[src/rtl/chip_valve_sequencer.sv]
// Command-driven pneumatic valve and 3-phase peristaltic pump sequencer for ChIP chips.
// Optional build macro CHIP_VALVE_SEQ_REVERSE_EN: PUMP arg MSB selects reverse phase order.
module chip_valve_sequencer #(
  parameter int NUM_INLETS    = 5,
  parameter int STEP_CYCLES   = 100,
  parameter int SETTLE_CYCLES = 50,
  parameter int CNT_W         = 16
) (
  input  logic                  clk,
  input  logic                  rst,
  input  logic                  cmd_valid,
  output logic                  cmd_ready,
  input  logic [2:0]            cmd_op,
  input  logic [CNT_W-1:0]      cmd_arg,
  output logic                  done,
  output logic                  err,
  output logic                  busy,
  output logic [NUM_INLETS-1:0] inlet_ctrl,
  output logic                  stage_inlet_ctrl,
  output logic                  stage_outlet_ctrl,
  output logic                  collect_ctrl,
  output logic [2:0]            pump
);

  typedef enum logic [2:0] {S_IDLE, S_SETTLE, S_PUMP, S_HOLD, S_DONE} state_t;
  typedef enum logic {P_DONE, P_PUMP} pend_t;

  localparam logic [2:0] OP_NOP       = 3'd0;
  localparam logic [2:0] OP_SELECT    = 3'd1;
  localparam logic [2:0] OP_PUMP      = 3'd2;
  localparam logic [2:0] OP_COLLECT   = 3'd3;
  localparam logic [2:0] OP_CLOSE_ALL = 3'd4;

  localparam logic [CNT_W-1:0] CNT_ZERO    = {CNT_W{1'b0}};
  localparam logic [CNT_W-1:0] CNT_ONE     = CNT_W'(1);
  localparam logic [CNT_W-1:0] SETTLE_LOAD = CNT_W'(SETTLE_CYCLES - 1);
  localparam logic [CNT_W-1:0] STEP_LOAD   = CNT_W'(STEP_CYCLES - 1);

  state_t                  r_state;
  pend_t                   r_pend;
  logic [CNT_W-1:0]        r_tmr;
  logic [CNT_W-1:0]        r_opcnt;
  logic [2:0]              r_phase;
  logic                    r_rev;
  logic                    r_err_pend;
  logic                    r_done;
  logic                    r_err;
  logic [NUM_INLETS-1:0]   r_inlet;
  logic                    r_stage_in;
  logic                    r_stage_out;
  logic                    r_collect;
  logic [2:0]              r_pump;

  logic [NUM_INLETS-1:0]   w_sel_mask;
  logic                    w_sel_ok;
  logic                    w_rev;
  logic [CNT_W-1:0]        w_strokes;

  // Pump phase pattern; reverse mode walks the same table from the end.
  function automatic logic [2:0] phase_pat(input logic [2:0] idx, input logic rev);
    logic [2:0] k;
    k = rev ? (3'd5 - idx) : idx;
    case (k)
      3'd0:    phase_pat = 3'b110;
      3'd1:    phase_pat = 3'b100;
      3'd2:    phase_pat = 3'b101;
      3'd3:    phase_pat = 3'b001;
      3'd4:    phase_pat = 3'b011;
      3'd5:    phase_pat = 3'b010;
      default: phase_pat = 3'b111;
    endcase
  endfunction

`ifdef CHIP_VALVE_SEQ_REVERSE_EN
  assign w_rev     = cmd_arg[CNT_W-1];
  assign w_strokes = {1'b0, cmd_arg[CNT_W-2:0]};
`else
  assign w_rev     = 1'b0;
  assign w_strokes = cmd_arg;
`endif

  assign w_sel_ok = (cmd_arg != CNT_ZERO) && (cmd_arg <= CNT_W'(NUM_INLETS));

  // One-hot-low inlet mask decoded from the 1-based inlet index.
  always_comb begin
    w_sel_mask = {NUM_INLETS{1'b1}};
    for (int i = 0; i < NUM_INLETS; i++) begin
      if (cmd_arg == CNT_W'(i + 1)) w_sel_mask[i] = 1'b0;
      else                          w_sel_mask[i] = 1'b1;
    end
  end

  // Sequencer state machine with registered valve outputs.
  always_ff @(posedge clk) begin
    if (rst) begin
      r_state     <= S_IDLE;
      r_pend      <= P_DONE;
      r_tmr       <= CNT_ZERO;
      r_opcnt     <= CNT_ZERO;
      r_phase     <= 3'd0;
      r_rev       <= 1'b0;
      r_err_pend  <= 1'b0;
      r_done      <= 1'b0;
      r_err       <= 1'b0;
      r_inlet     <= {NUM_INLETS{1'b1}};
      r_stage_in  <= 1'b1;
      r_stage_out <= 1'b1;
      r_collect   <= 1'b1;
      r_pump      <= 3'b111;
    end else begin
      r_done <= 1'b0;
      r_err  <= 1'b0;
      case (r_state)
        S_IDLE: begin
          if (cmd_valid) begin
            r_err_pend <= 1'b0;
            r_pend     <= P_DONE;
            r_tmr      <= SETTLE_LOAD;
            case (cmd_op)
              OP_NOP: r_state <= S_DONE;
              OP_SELECT: begin
                if (w_sel_ok) begin
                  r_inlet    <= w_sel_mask;
                  r_stage_in <= 1'b0;
                  r_state    <= S_SETTLE;
                end else begin
                  r_err_pend <= 1'b1;
                  r_state    <= S_DONE;
                end
              end
              OP_PUMP: begin
                r_stage_out <= 1'b0;
                r_opcnt     <= w_strokes;
                r_rev       <= w_rev;
                r_pend      <= P_PUMP;
                r_state     <= S_SETTLE;
              end
              OP_COLLECT: begin
                r_collect <= 1'b0;
                r_opcnt   <= cmd_arg;
                r_state   <= S_HOLD;
              end
              OP_CLOSE_ALL: begin
                r_inlet     <= {NUM_INLETS{1'b1}};
                r_stage_in  <= 1'b1;
                r_stage_out <= 1'b1;
                r_collect   <= 1'b1;
                r_pump      <= 3'b111;
                r_state     <= S_SETTLE;
              end
              default: begin
                r_err_pend <= 1'b1;
                r_state    <= S_DONE;
              end
            endcase
          end else begin
            r_state <= S_IDLE;
          end
        end
        S_SETTLE: begin
          if (r_tmr != CNT_ZERO) begin
            r_tmr <= r_tmr - CNT_ONE;
          end else if (r_pend == P_PUMP) begin
            // Zero strokes: close the outlet straight away and settle again.
            if (r_opcnt == CNT_ZERO) begin
              r_stage_out <= 1'b1;
              r_pump      <= 3'b111;
              r_tmr       <= SETTLE_LOAD;
              r_pend      <= P_DONE;
            end else begin
              r_phase <= 3'd0;
              r_pump  <= phase_pat(3'd0, r_rev);
              r_tmr   <= STEP_LOAD;
              r_state <= S_PUMP;
            end
          end else begin
            r_state <= S_DONE;
          end
        end
        S_PUMP: begin
          if (r_tmr != CNT_ZERO) begin
            r_tmr <= r_tmr - CNT_ONE;
          end else if (r_phase != 3'd5) begin
            r_phase <= r_phase + 3'd1;
            r_pump  <= phase_pat(r_phase + 3'd1, r_rev);
            r_tmr   <= STEP_LOAD;
          end else begin
            r_opcnt <= r_opcnt - CNT_ONE;
            r_phase <= 3'd0;
            if (r_opcnt == CNT_ONE) begin
              r_pump      <= 3'b111;
              r_stage_out <= 1'b1;
              r_tmr       <= SETTLE_LOAD;
              r_pend      <= P_DONE;
              r_state     <= S_SETTLE;
            end else begin
              r_pump <= phase_pat(3'd0, r_rev);
              r_tmr  <= STEP_LOAD;
            end
          end
        end
        S_HOLD: begin
          // A hold of 0 or 1 still opens the collect valve for one clock.
          if (r_opcnt > CNT_ONE) begin
            r_opcnt <= r_opcnt - CNT_ONE;
          end else begin
            r_collect <= 1'b1;
            r_tmr     <= SETTLE_LOAD;
            r_pend    <= P_DONE;
            r_state   <= S_SETTLE;
          end
        end
        S_DONE: begin
          r_done  <= 1'b1;
          r_err   <= r_err_pend;
          r_state <= S_IDLE;
        end
        default: r_state <= S_IDLE;
      endcase
    end
  end

  assign cmd_ready         = (r_state == S_IDLE);
  assign busy              = (r_state != S_IDLE);
  assign done              = r_done;
  assign err               = r_err;
  assign inlet_ctrl        = r_inlet;
  assign stage_inlet_ctrl  = r_stage_in;
  assign stage_outlet_ctrl = r_stage_out;
  assign collect_ctrl      = r_collect;
  assign pump              = r_pump;

endmodule
[config.mk]
export PLATFORM = sky130hd
export DESIGN_NAME = chip_valve_sequencer
export DESIGN_NICKNAME = d
export VERILOG_FILES = /design/src/rtl/chip_valve_sequencer.sv
export SDC_FILE = /design/constraint.sdc
export NUM_CORES = 1
export LEC_CHECK = 0
export ABC_AREA = 1
export CORE_MARGIN = 3
export CORE_UTILIZATION = 35
export DETAILED_ROUTE_END_ITERATION = 10
export DONT_BUFFER_PORTS = 1
export PLACE_DENSITY = 0.61
export SYNTH_ARGS = -nofsm -noshare
export SYNTH_HDL_FRONTEND = slang
export SYNTH_SLANG_ARGS = --single-unit
[constraint.sdc]
create_clock -name clk -period 1.6 [get_ports clk]
set_input_delay 0.48 -clock clk [delete_from_list [all_inputs] [get_ports clk]]
set_output_delay 0.48 -clock clk [all_outputs]
set_load 0.05 [all_outputs]
==> impl_results.md <==
- Status: complete, but fails checks
- Failing checks: negative setup slack
- Syn. warnings: 0
- Antenna Cells: 0
- Place WS: -0.2375 ns
- Yosys cell types: 39
- Layout area overhead: 52.00%
- Vias after detailed routing: 4,100
- Static leakage: 2.304 nW
- Worst setup margin: -0.08703 ns
- Tmin final: 1.687 ns
- Largest area contributor in the netlist: dfxtp_1
- Synthesized area per cell: slightly above 6 um2
- Pwr per Cell Area: 2330 nW/um2
- Clk slew on worst S/H paths: approximately 0.11 ns
- CP dominant cell by count: buf_6
- Nets: approximately 700
- Post-synthesis sequential area ratio: a little under a third
- Die area: 10,950 um2
- DRT antenna net count: 0
- Clock root buffer master: clkbuf_8
- FMAX: ~590 MHz
- Cell area after synthesis: 3407 um2
- Most frequent cells after synthesis: nand2_1 (137), nor2_1 (85), dfxtp_1 (53), inv_1 (53), a21oi_1 (44)
- Finished Cell Area: around 5200 um2
- Worst-case clock buffer depth: 2
- # rows: 35
- VDD IR-drop max: 1.028 mV
- IO Count: 37
- DP Wirelength: 7314 um
- Worst path slowest cell: dfxtp_2
- Hold path depth: 1
- # setup viols final: 15
- Starting Density: a little over a third
- Final-report hold violation count: 0
- Cells after Synth: ~550
- Critical path type: flip-flop to output port
- Synthesized net count: 574
- Detailed Route WL: 11,390 um
- Hold_buf cts: 0
- Most common cell in the synthesized netlist: nand2_1
- CP arrival: 1.21 ns
- Drt wl/cell: roughly 14 um
- Async S/R FF share, synth: 0%
- Slew Limit Fails: 0
- Die width: 104.7 um
- Die span in y: 104.7 um
- CTS buffer count: 5
- First-pass GRT wire length: around 18,000 um
- First-pass DRT Iterations: 7
- Slew @ Worst Pin: 0.5759 ns
- Core Region: 9371 um2
- Final GP Congestion: 0.8945
- Number of fill cells: about 860
- Routed vias/inst: 5.196
- TNS Setup: -0.4554 ns
- CP peak stage delay: 0.35 ns
- Critical-path cell list: inv_2, buf_6, nand3_4, buf_6, clkinvlp_4
- Vias in the first global route: 3,908
- Placed inst area: 4249 um2
- H-tree Lvls: 2
- Gr usage total: 19.04%
- Worst EP required: 1.12 ns
- Crit path launch type: flip-flop
- Antenna violations before repair: 0
- Hold Crit Class: input pin to flip-flop
- Remaining DRCs: 0
- CTS Sinks: 53
- Setup crit end kind: output port
- Clock Skews: 0.01008 ns
- Share of the synthesized area in the top cell type: 31.14%
- Largest net degree at the start of global routing: 23
- Layout cells sized above 1: 41.36%
- R2R depth: 10
- Synthesized flop and latch total: 53
- RSZ-0062 raised after global routing: yes
- Max_slew headroom: 61.55%
- Maxcap violations: 0
- DRT iter0 DRCs: 161
- Most used flip-flop cell after synthesis: dfxtp_1
- Post-synth EDFFs: 0
- CP Max Fanout: 3
- Tcrit/Tclk final: 105.4%
- Grt total ovfl: 0
- Synth top area cells: dfxtp_1 (31%), nand2_1 (15%), nor2_1 (9.4%)
- Worst skew pair latency: roughly 0.32 ns
- CTS tree: built
- Buffers on Ports: 0
worst paths after layout:
check / end / startpoint / slack [ns]
max: cmd_ready / r_state[2] / -0.09
min: r_tmr[6] / rst / 0.21
max reg2reg: r_tmr[4] / r_opcnt[3] / -0.08
min reg2reg: err / r_err_pend / 0.47
logic make-up (layout without fill, tap and decap cells):
group,Yosys count,after routing,synth area share (%)
AND/OR/NAND/NOR,299,303,38.89
AO/OA/AOI/OAI,113,113,18.33
buffers and inverters,74,182,8.887
flip-flops,53,53,31.14
XOR/XNOR,5,5,1.286
adder cells (fa/ha/maj),4,4,1.469
registers in the layout, indices dropped and copies added, names as in the netlist:
signal / count
stage_outlet_ctrl: 1
inlet_ctrl: 5
err: 1
r_state: 3
stage_inlet_ctrl: 1
collect_ctrl: 1
pump: 3
done: 1
r_tmr: 16
r_opcnt: 16
r_phase: 3
r_err_pend: 1
r_pend: 1
final cells by class:
cell class | count | area (um2) | area share (%)
Multi-Input combinational cell | 425 | 2664 | 51.44
Sequential cell | 53 | 1079 | 20.83
Timing Repair Buffer | 113 | 909.6 | 17.56
Inverter | 61 | 250.2 | 4.832
Tap cell | 129 | 161.4 | 3.117
Clock buffer | 5 | 68.82 | 1.329
Clock inverter | 3 | 46.29 | 0.8939
what timing repair did:
item | 4_1_cts | 5_1_grt
setup endpoints to repair | 45 | 52
cloned | 4 | 1
setup buffers | 11 | 7
pin swaps | 28 | 42
gates resized for setup | 77 | 114
report_power, final:
group          internal [mW]  switching, mW
clock network          0.470          0.503
registers               1.78          0.659
logic                   3.76           4.89
worst max-delay path: cells and delay by family (launching register included):
kind,cells,cell delay [ns]
flops,1,0.35
buf+inv,4,0.48
simple gates,1,0.05
stage by stage:
step / std cells / power [mW] / utilization [%] / hold slack, ns
6_report: 789 / 12.07 / 55.26 / 0.2108
5_1_grt: 789 / 12.97 / 55.26 / 0.1936
4_1_cts: 782 / 10.68 / 50.40 / 0.2016
3_5_place_dp: 760 / 8.752 / 45.34 / 0.4456
3_3_place_gp: 760 / 8.692 / 45.34 / 0.4440
2_1_floorplan: 548 / 6.259 / - / 0.4296
routing by layer:
| metal | vias up | global-route usage [%] | routed length, um |
|---|---|---|---|
| met1 | 1939 | 24.36 | 4867 |
| met4 | 0 | 4.873 | 214 |
| met3 | 22 | 3.335 | 592 |
| li1 | 2024 | - | - |
| met2 | 115 | 33.12 | 5717 |
| met5 | - | 0 | 0 |
cells in the final DEF (no fill, tap or decap), drive strengths merged:
| cell type | Yosys | layout |
|---|---|---|
| nand2 | 143 | 143 |
| buf | 6 | 113 |
| nor2 | 93 | 94 |
| inv | 61 | 60 |
| dfxtp | 53 | 53 |
| o21ai | 47 | 47 |
| a21oi | 44 | 44 |
| nand3 | 33 | 36 |
| nor3 | 15 | 15 |
| nand4 | 7 | 7 |
| clkbuf | 7 | 5 |
| ha | 4 | 4 |
| a31oi | 4 | 4 |
| o21bai | 3 | 3 |
| nand3b | 3 | 3 |
| o211ai | 3 | 3 |
| o31ai | 3 | 3 |
| o2111ai | 3 | 3 |
| xor2 | 3 | 3 |
| or2 | 3 | 3 |
| o22ai | 3 | 3 |
| clkinvlp | 0 | 2 |
| xnor2 | 2 | 2 |
| and2 | 1 | 1 |
| nor4 | 1 | 1 |
| a211oi | 1 | 1 |
| a21boi | 1 | 1 |
| a32oi | 1 | 1 |
| bufinv | 0 | 1 |
| clkinv | 0 | 1 |
Note: power is estimated with default switching activity, not from simulation.
